**config.mk**
```make
export PLATFORM = sky130hd
export DESIGN_NAME = rr_index_encoder_flat
export DESIGN_NICKNAME = d
export VERILOG_FILES = /design/src/rtl/rr_index_encoder_if.sv /design/src/rtl/rr_index_encoder.sv /design/src/flat_wrapper.sv
export SDC_FILE = /design/constraint.sdc
export NUM_CORES = 1
export LEC_CHECK = 0
export CAP_MARGIN = 20
export CORE_ASPECT_RATIO = 1.2
export CORE_MARGIN = 5
export CORE_UTILIZATION = 40
export DETAILED_ROUTE_END_ITERATION = 12
export SYNTH_ARGS = -nofsm -noshare
export SYNTH_HDL_FRONTEND = slang
export SYNTH_SLANG_ARGS = --single-unit
```
**constraint.sdc**
```tcl
create_clock -name clk -period 3.11 [get_ports clk]
set_input_delay 0.311 -clock clk [delete_from_list [all_inputs] [get_ports clk]]
set_output_delay 0.311 -clock clk [all_outputs]
set_load 0.05 [all_outputs]
```
**src/rtl/rr_index_encoder_if.sv**
```systemverilog
// Request/grant bundle for rr_index_encoder: multi-hot request pulses in,
// one binary index per valid/ready transaction out.
interface rr_index_encoder_if #(
    parameter int unsigned N = 8,
    parameter int unsigned W = 3
);
    logic [N-1:0] req;
    logic         clr_ovf;
    logic         ready;
    logic         valid;
    logic [W-1:0] idx;
    logic [N-1:0] pending;
    logic         ovf;

    // Producer/consumer side drives requests and accepts indices.
    modport master (
        output req, clr_ovf, ready,
        input  valid, idx, pending, ovf
    );

    modport slave (
        input  req, clr_ovf, ready,
        output valid, idx, pending, ovf
    );
endinterface

```
**src/rtl/rr_index_encoder.sv**
```systemverilog
// Collects multi-hot request pulses into a pending set and hands them out one
// at a time as binary indices, round-robin, over a valid/ready handshake.
module rr_index_encoder #(
    parameter int unsigned N = 8,
    parameter int unsigned W = 3
) (
    input logic              clk,
    input logic              reset_n,
    rr_index_encoder_if.slave bus
);
    logic [N-1:0] pend_q, pend_d;
    logic [N-1:0] grant_mask;
    logic [N-1:0] overflow;
    logic [W-1:0] idx_q, idx_d;
    logic [W-1:0] ptr_q, ptr_d;
    logic [W-1:0] sel;
    logic         valid_q, valid_d;
    logic         ovf_q, ovf_d;
    logic         found;
    logic         load;
    logic         grant;

    // Two passes: bits at or above ptr first, then wrap to the low bits.
    always_comb begin
        sel   = '0;
        found = 1'b0;
        for (int i = 0; i < int'(N); i++) begin
            if (!found && pend_q[i] && (i >= int'(ptr_q))) begin
                sel   = W'(i);
                found = 1'b1;
            end
        end
        for (int i = 0; i < int'(N); i++) begin
            if (!found && pend_q[i]) begin
                sel   = W'(i);
                found = 1'b1;
            end
        end
    end

    assign load  = !valid_q || bus.ready;
    assign grant = load && found;

    always_comb begin
        grant_mask = '0;
        for (int i = 0; i < int'(N); i++) begin
            grant_mask[i] = grant && (int'(sel) == i);
        end
    end

    // A bit granted and re-requested on the same edge stays pending.
    assign overflow = bus.req & pend_q & ~grant_mask;

    always_comb begin
        pend_d  = (pend_q & ~grant_mask) | bus.req;
        valid_d = valid_q;
        idx_d   = idx_q;
        ptr_d   = ptr_q;
        if (load) begin
            valid_d = found;
        end
        if (grant) begin
            idx_d = sel;
            ptr_d = (int'(sel) == int'(N) - 1) ? '0 : sel + 1'b1;
        end
        if (|overflow) begin
            ovf_d = 1'b1;
        end else if (bus.clr_ovf) begin
            ovf_d = 1'b0;
        end else begin
            ovf_d = ovf_q;
        end
    end

    always_ff @(posedge clk or negedge reset_n) begin
        if (!reset_n) begin
            pend_q  <= '0;
            valid_q <= 1'b0;
            idx_q   <= '0;
            ptr_q   <= '0;
            ovf_q   <= 1'b0;
        end else begin
            pend_q  <= pend_d;
            valid_q <= valid_d;
            idx_q   <= idx_d;
            ptr_q   <= ptr_d;
            ovf_q   <= ovf_d;
        end
    end

    assign bus.valid   = valid_q;
    assign bus.idx     = idx_q;
    assign bus.pending = pend_q;
    assign bus.ovf     = ovf_q;
endmodule

```
**src/flat_wrapper.sv**
```systemverilog
// flat-port wrapper written by rule: the top's interface ports become plain ports
module rr_index_encoder_flat 
#(
    parameter int unsigned N = 8,
    parameter int unsigned W = 3
)
  (clk, reset_n, bus_req, bus_clr_ovf, bus_ready, bus_valid, bus_idx, bus_pending, bus_ovf);
  rr_index_encoder_if #(.N(N), .W(W)) bus_i ();
  input logic clk;
  input logic reset_n;
  input wire logic [$bits(bus_i.req)-1:0] bus_req;
  input wire logic [$bits(bus_i.clr_ovf)-1:0] bus_clr_ovf;
  input wire logic [$bits(bus_i.ready)-1:0] bus_ready;
  output wire logic [$bits(bus_i.valid)-1:0] bus_valid;
  output wire logic [$bits(bus_i.idx)-1:0] bus_idx;
  output wire logic [$bits(bus_i.pending)-1:0] bus_pending;
  output wire logic [$bits(bus_i.ovf)-1:0] bus_ovf;
  assign bus_i.req = bus_req;
  assign bus_i.clr_ovf = bus_clr_ovf;
  assign bus_i.ready = bus_ready;
  assign bus_valid = bus_i.valid;
  assign bus_idx = bus_i.idx;
  assign bus_pending = bus_i.pending;
  assign bus_ovf = bus_i.ovf;
  rr_index_encoder #(.N(N), .W(W)) u_core (.clk(clk), .reset_n(reset_n), .bus(bus_i));
endmodule
```
==> results of run 1 <==
==> worst reg2reg max path: stages (launching register included) <==
cell       delay, ns
dfrtp_1         0.47
or2_4           0.32
a2111oi_4       0.48
o21ai_1         0.15
a21oi_2         0.22
or2_1           0.18
ha_1            0.22
o22ai_1         0.10
nor4_1          0.31
nand2_1         0.09
a221o_1         0.26
==> logic make-up (layout without fill, tap and decap cells) <==
group / after synthesis / count (layout) / synth area share
fa+ha+maj: 5 / 5 / 0.0509
simple gates: 59 / 59 / 0.240
buf+inv: 11 / 33 / 0.0549
compound gates: 48 / 48 / 0.329
flops: 16 / 16 / 0.326
==> synth_stat cells (all sizes together) <==
| library cell | number | area share |
|---|---|---|
| nor2 | 9 | 0.027 |
| o21ai | 5 | 0.023 |
| nor2b | 2 | 0.010 |
| dfrtp | 16 | 0.33 |
| o31ai | 2 | 0.023 |
| nor3 | 2 | 0.0081 |
| or3 | 2 | 0.010 |
| o211ai | 3 | 0.029 |
| and3b | 1 | 0.0071 |
| a32o | 1 | 0.0081 |
| a2111oi | 1 | 0.022 |
| o2111ai | 1 | 0.0071 |
| a211oi | 1 | 0.010 |
| ha | 5 | 0.051 |
| a21boi | 1 | 0.0061 |
| a21oi | 6 | 0.024 |
| nand2b | 3 | 0.015 |
| nand4b | 1 | 0.0071 |
| o31a | 2 | 0.014 |
| or2 | 3 | 0.017 |
| o21a | 1 | 0.0061 |
| o22a | 1 | 0.0071 |
| nand3 | 7 | 0.028 |
| nand2 | 23 | 0.078 |
| nor4 | 1 | 0.0051 |
| o21bai | 3 | 0.021 |
| buf | 7 | 0.043 |
| a2bb2oi | 1 | 0.0071 |
| a22oi | 1 | 0.0061 |
| nand4 | 1 | 0.0051 |
| inv | 4 | 0.012 |
| a221o | 1 | 0.0081 |
| and3 | 1 | 0.0051 |
| and2 | 3 | 0.015 |
| o22ai | 4 | 0.020 |
| a21o | 13 | 0.083 |
==> how the worst min path moves through the flow <==
stage	end	slack, ns	depth (start not counted)
after floorplan	u_core.bus.idx[0]	0.02	0
after global placement	u_core.bus.idx[2]	0.49	1
after detailed placement	u_core.bus.idx[2]	0.49	1
after CTS	u_core.bus.idx[1]	0.48	1
after global routing	u_core.bus.idx[2]	0.52	1
final	u_core.bus.ovf	0.47	1
==> routing by layer <==
metal	vias to the layer above	wire [µm]	global-route usage
met5	-	0	0
met4	0	80	0.0723
met3	9	128	0.0237
met2	35	1580	0.263
met1	538	1380	0.206
li1	551	-	-
==> registers in the layout (all words and copies together), names as in the netlist <==
register            count
u_core.bus.ovf          1
u_core.ptr_q            3
u_core.bus.idx          3
u_core.bus.valid        1
u_core.bus.pending      8
==> report_power, final <==
group / switching [mW] / internal, mW / leakage, nW
registers: 0.117 / 0.268 / 0.163
clock network: 0.0660 / 0.0451 / 0.0138
logic: 0.480 / 0.306 / 0.423
total: 0.664 / 0.619 / 0.600
==> final cells by class <==
cell class,count,area share
multi-input cells,112,0.509
clock buffers,3,0.0150
flip-flops and latches,16,0.266
inverters,4,0.00998
well taps,36,0.0300
repair buffers,26,0.170
==> per-stage QoR <==
step / power [mW] / hold WS, ns / utilization / setup WS, ns / cell area (µm²)
after detailed placement: 1.17 / 0.490 / 0.492 / 0.177 / 1480
after global placement: 1.17 / 0.489 / 0.492 / 0.335 / 1480
after global routing: 1.38 / 0.518 / 0.501 / 0.0457 / 1500
final: 1.28 / 0.469 / 0.501 / 0.185 / 1500
after CTS: 1.29 / 0.483 / 0.500 / 0.169 / 1500
after floorplan: 0.955 / 0.0154 / - / 0.323 / 1230
==> repair_timing <==
item | CTS | global route
gates resized for setup | 0 | 1
endpoints found under the setup margin | 0 | 1
hold buffers | 0 | 0
==> flow_metrics.py, run 1 <==
metrics = {
    "timing": {
        "fmax_mhz": 342,
        "fin_setup_tns_ns": 0,
        "layout_min_cycle_time_ns": 2.92,
        "slew_headroom": 0.478,
        "fin_worst_skew_ns": 0.00389,
        "rsz0062_at_grt": "no",
        "min_period_over_period": 0.940,
        "setup_violations": 0,
        "hold_viol": 0,
        "drv_slew": 0,
        "tightest_slew_ns": 0.780,
    },
    "power_and_ir_drop": {
        "p_leak_nw": 0.600,
        "peakVddDrop_uv": 580,
        "power_density_nw_per_um2": 853,
    },
    "worst_setup_path": {
        "critPathLaunchType": "register",
        "critPathKind": "register to register",
        "endpoint": "u_core.bus.ovf",
        "ff2ff_path_depth": 10,
        "slowest_stage": "a2111oi_4",
        "crit_chain": "or2_4 -> a2111oi_4 -> o21ai_1 -> a21oi_2 -> or2_1 -> ha_1 -> o22ai_1 -> nor4_1 -> nand2_1 -> a221o_1",
        "cp.depth": 10,
        "r2r_end": "u_core.bus.ovf",
        "r2r-start": "u_core.bus.pending[0]",
        "arrival_ns": 3.11,
        "crit_required_ns": 3.29,
        "critPathLaunch": "u_core.bus.pending[0]",
        "reg2reg_slack_ns": 0.19,
        "cp-end-kind": "register",
        "critPathMaxFanout": 6,
        "cp_num_buf_inv": 0,
        "cp_top_family": "compound AO/OA/AOI/OAI gates",
        "cp_slowest_stage_delay_ns": 0.48,
    },
    "final_layout": {
        "nets": 180,
        "regArea_um2": 400,
        "final_cell_mix": "clkdlybuf4s50_1, nand2_1, dfrtp_1",
        "drive_gt1_frac": 0.124,
        "instances_no_fill": 197,
        "diodes": 0,
        "layout_commonest_cell": "clkdlybuf4s50_1",
        "fill_cells": 303,
        "syn_to_final_growth_pct": 22.3,
        "multi_input_area_um2": 766,
    },
    "grt": {
        "grt_antenna_before_repair": 0,
        "grt_max_degree": 17,
        "grt_pass1_wl_um": 5270,
        "grt-ovfl-total": 0,
        "grt_pass1_vias": 1138,
        "grt_usage": 0.161,
    },
    "routing": {
        "num_vias": 1133,
        "drt_first_pass_iters": 4,
        "ant_nets": 0,
        "drc": 0,
        "drt-total-wl_um": 3180,
        "viasPerCell": 5.75,
        "post_drt_wl_per_cell_um": 16.1,
        "drt_iter0_drc": 46,
    },
    "logic_synthesis": {
        "yosysSeqAreaShare": 0.326,
        "syn-cell-area_um2": 1230,
        "syn_inst": 139,
        "synth_seq_cells": 16,
        "yosys_warnings": 0,
        "synth.avg_cell_area_um2": 8.85,
        "yosysUniqueCellTypes": 49,
        "syn_nets": 156,
    },
    "placed_design": {
        "dp_hpwl_um": 2450,
        "gp_congestion": 0.877,
        "placed_cells": 194,
        "io_buffers": 24,
    },
    "die": {
        "start_util": 0.410,
        "core_region_area_um2": 3000,
        "dieArea_um2": 4290,
        "rows": 22,
        "dieWidth_um": 60.6,
        "ioPinCount": 25,
        "fp.dieH_um": 70.7,
    },
    "clock_network": {
        "cts.path.max_buffers": 2,
        "cts-root-buf": "clkbuf_4",
        "post_cts_buffers": 0,
        "clk_latency_ns": 0.29,
        "cts_tree": "yes",
        "clk_pin_slew_ns": 0.09,
        "clock_sinks": 16,
        "htreeDepth": 1,
        "cts_inserted_buffers": 3,
    },
    "run": {
        "maxCapViolCount": 0,
    },
    "run_status": {
        "status": "finished, final reports clean",
    },
    "min_path": {
        "hp-class": "input pin to asynchronous set/reset pin",
    },
}
Note: power is estimated with default switching activity, not from simulation.
==> run 2: changes to the inputs <==
Settings changed: CORE_MARGIN 5 to 3, GPL_TIMING_DRIVEN from default to 0.
==> run 2 against run 1 <==
- sequential power decreased by 12%
- via count decreased by 0.44%
- wire length decreased by 3.3%
- clock power increased by 30%
- clock skew increased by 0.0037 ns
==> flow_metrics.py, run 2 (synthesis results as in run 1) <==
metrics = {
    "run_status": {
        "status": "finished, final reports clean",
    },
    "worst_setup_path": {
        "slowest_stage": "dfrtp_1",
        "critPathKind": "register to register",
        "cp-end-kind": "register",
        "critPathMaxFanout": 6,
        "arrival_ns": 3.05,
        "critPathLaunchType": "register",
        "cp_num_buf_inv": 0,
        "crit_chain": "or2_4 -> a2111oi_4 -> o21ai_1 -> a21oi_2 -> or2_1 -> ha_1 -> o22ai_1 -> nor4_1 -> nand2_1 -> a221o_1",
        "crit_required_ns": 3.30,
        "cp_top_family": "compound AO/OA/AOI/OAI gates",
        "cp_slowest_stage_delay_ns": 0.47,
    },
    "timing": {
        "layout_min_cycle_time_ns": 2.86,
        "hold_viol": 0,
        "setup_violations": 0,
        "rsz0062_at_grt": "no",
        "postLayoutSetupSlackWorst_ns": 0.250,
        "min_period_over_period": 0.920,
        "fin_setup_tns_ns": 0,
        "fin_worst_skew_ns": 0.00756,
        "fmax_mhz": 350,
        "tightest_slew_ns": 0.725,
        "slew_headroom": 0.515,
        "drv_slew": 0,
    },
    "placed_design": {
        "postPlaceCellArea_um2": 1510,
        "pre_cts_ws_ns": 0.258,
        "gp_congestion": 0.849,
        "dp_hpwl_um": 2360,
        "io_buffers": 24,
    },
    "clock_network": {
        "cts.path.max_buffers": 2,
        "cts_inserted_buffers": 3,
        "clk_pin_slew_ns": 0.11,
        "cts-root-buf": "clkbuf_4",
        "htreeDepth": 1,
        "cts_tree": "yes",
        "clk_latency_ns": 0.30,
        "clock_sinks": 16,
        "hold_buffers": 0,
    },
    "grt": {
        "grt_antenna_before_repair": 0,
        "grt_max_degree": 17,
        "grt_usage": 0.178,
        "grt_pass1_wl_um": 5240,
        "grt-ovfl-total": 0,
        "grt_pass1_vias": 1140,
    },
    "power_and_ir_drop": {
        "power_density_nw_per_um2": 869,
        "p_leak_nw": 0.629,
        "peakVddDrop_uv": 583,
        "finalPower_mw": 1.35,
    },
    "final_layout": {
        "regArea_um2": 400,
        "syn_to_final_growth_pct": 26.2,
        "multi_input_area_um2": 766,
        "stdcell_area_um2": 1550,
        "diodes": 0,
        "final_cell_mix": "clkdlybuf4s50_1, nand2_1, dfrtp_1",
        "nets": 185,
        "drive_gt1_frac": 0.156,
        "fill_cells": 269,
        "layout_commonest_cell": "clkdlybuf4s50_1",
        "largest_reg_flops": 8,
    },
    "routing": {
        "num_vias": 1128,
        "drt_iter0_drc": 74,
        "viasPerCell": 5.61,
        "drt_first_pass_iters": 4,
        "ant_nets": 0,
        "post_drt_wl_per_cell_um": 15.3,
        "drt-total-wl_um": 3070,
        "drc": 0,
    },
    "min_path": {
        "hp-class": "input pin to asynchronous set/reset pin",
    },
    "die": {
        "rows": 21,
        "fp.dieH_um": 66.7,
        "start_util": 0.429,
        "core_region_area_um2": 2860,
        "ioPinCount": 25,
        "dieArea_um2": 3780,
        "dieWidth_um": 56.6,
    },
    "run": {
        "maxCapViolCount": 0,
    },
}
[run 2: cell count changes in the layout (fill, tap and decap cells not counted), sizes merged]
cell | previous run | this run
buf | 2 | 7
clkbuf | 3 | 4
[run 2: path summary, 6_finish.rpt]
path / endpoint / cells past startpoint / slack (ns) / start
min: u_core.bus.pending[4] / 1 / 0.43 / reset_n
max in group asynchronous: u_core.ptr_q[1] / 1 / 2.21 / reset_n
max: u_core.bus.ovf / 10 / 0.25 / u_core.bus.pending[0]
min in group clk: u_core.bus.idx[2] / 1 / 0.51 / u_core.bus.idx[2]
min reg2reg: u_core.bus.idx[2] / 1 / 0.51 / u_core.bus.idx[2]
max reg2reg: u_core.bus.ovf / 10 / 0.25 / u_core.bus.pending[0]
[run 2: what timing repair did]
item                       CTS  global route
buffers inserted             0             0
resized for setup            0             1
setup endpoints to repair    0             1
[run 2: routing by layer]
metal | vias up | global-route usage | wire, µm
li1 | 558 | - | -
met1 | 533 | 0.232 | 1430
met2 | 30 | 0.290 | 1450
met3 | 7 | 0.0233 | 133
met4 | 0 | 0.0801 | 50
met5 | - | 0 | 0
[run 2: layout make-up]
class | count | share of cell area
clock buffers | 4 | 0.0234
flip-flops and latches | 16 | 0.258
well taps | 34 | 0.0274
repair buffers | 24 | 0.155
multi-input cells | 112 | 0.493
plain buffers | 7 | 0.0338
inverters | 4 | 0.00967
[run 2: worst reg2reg max path: cells and delay by family, from the launching register on]
family	cells	cell delay, ns
AOI/OAI and AO/OA	5	1.21
and+or+nand+nor	4	0.85
adders and majority gates	1	0.22
DFF	1	0.47
[run 2: per-stage QoR]
step / instances / hold slack, ns / utilization
CTS: 201 / 0.464 / 0.541
global route: 201 / 0.493 / 0.542
global placement: 197 / 0.482 / 0.528
finish: 201 / 0.434 / 0.542
floorplan: 139 / 0.0154 / -
detailed placement: 197 / 0.491 / 0.528
[run 2: where the power goes]
part	leakage [nW]	switching, mW	internal [mW]
sequential	0.163	0.0686	0.268
clock	0.0210	0.0725	0.0714
combinational	0.446	0.531	0.338
total	0.629	0.672	0.678
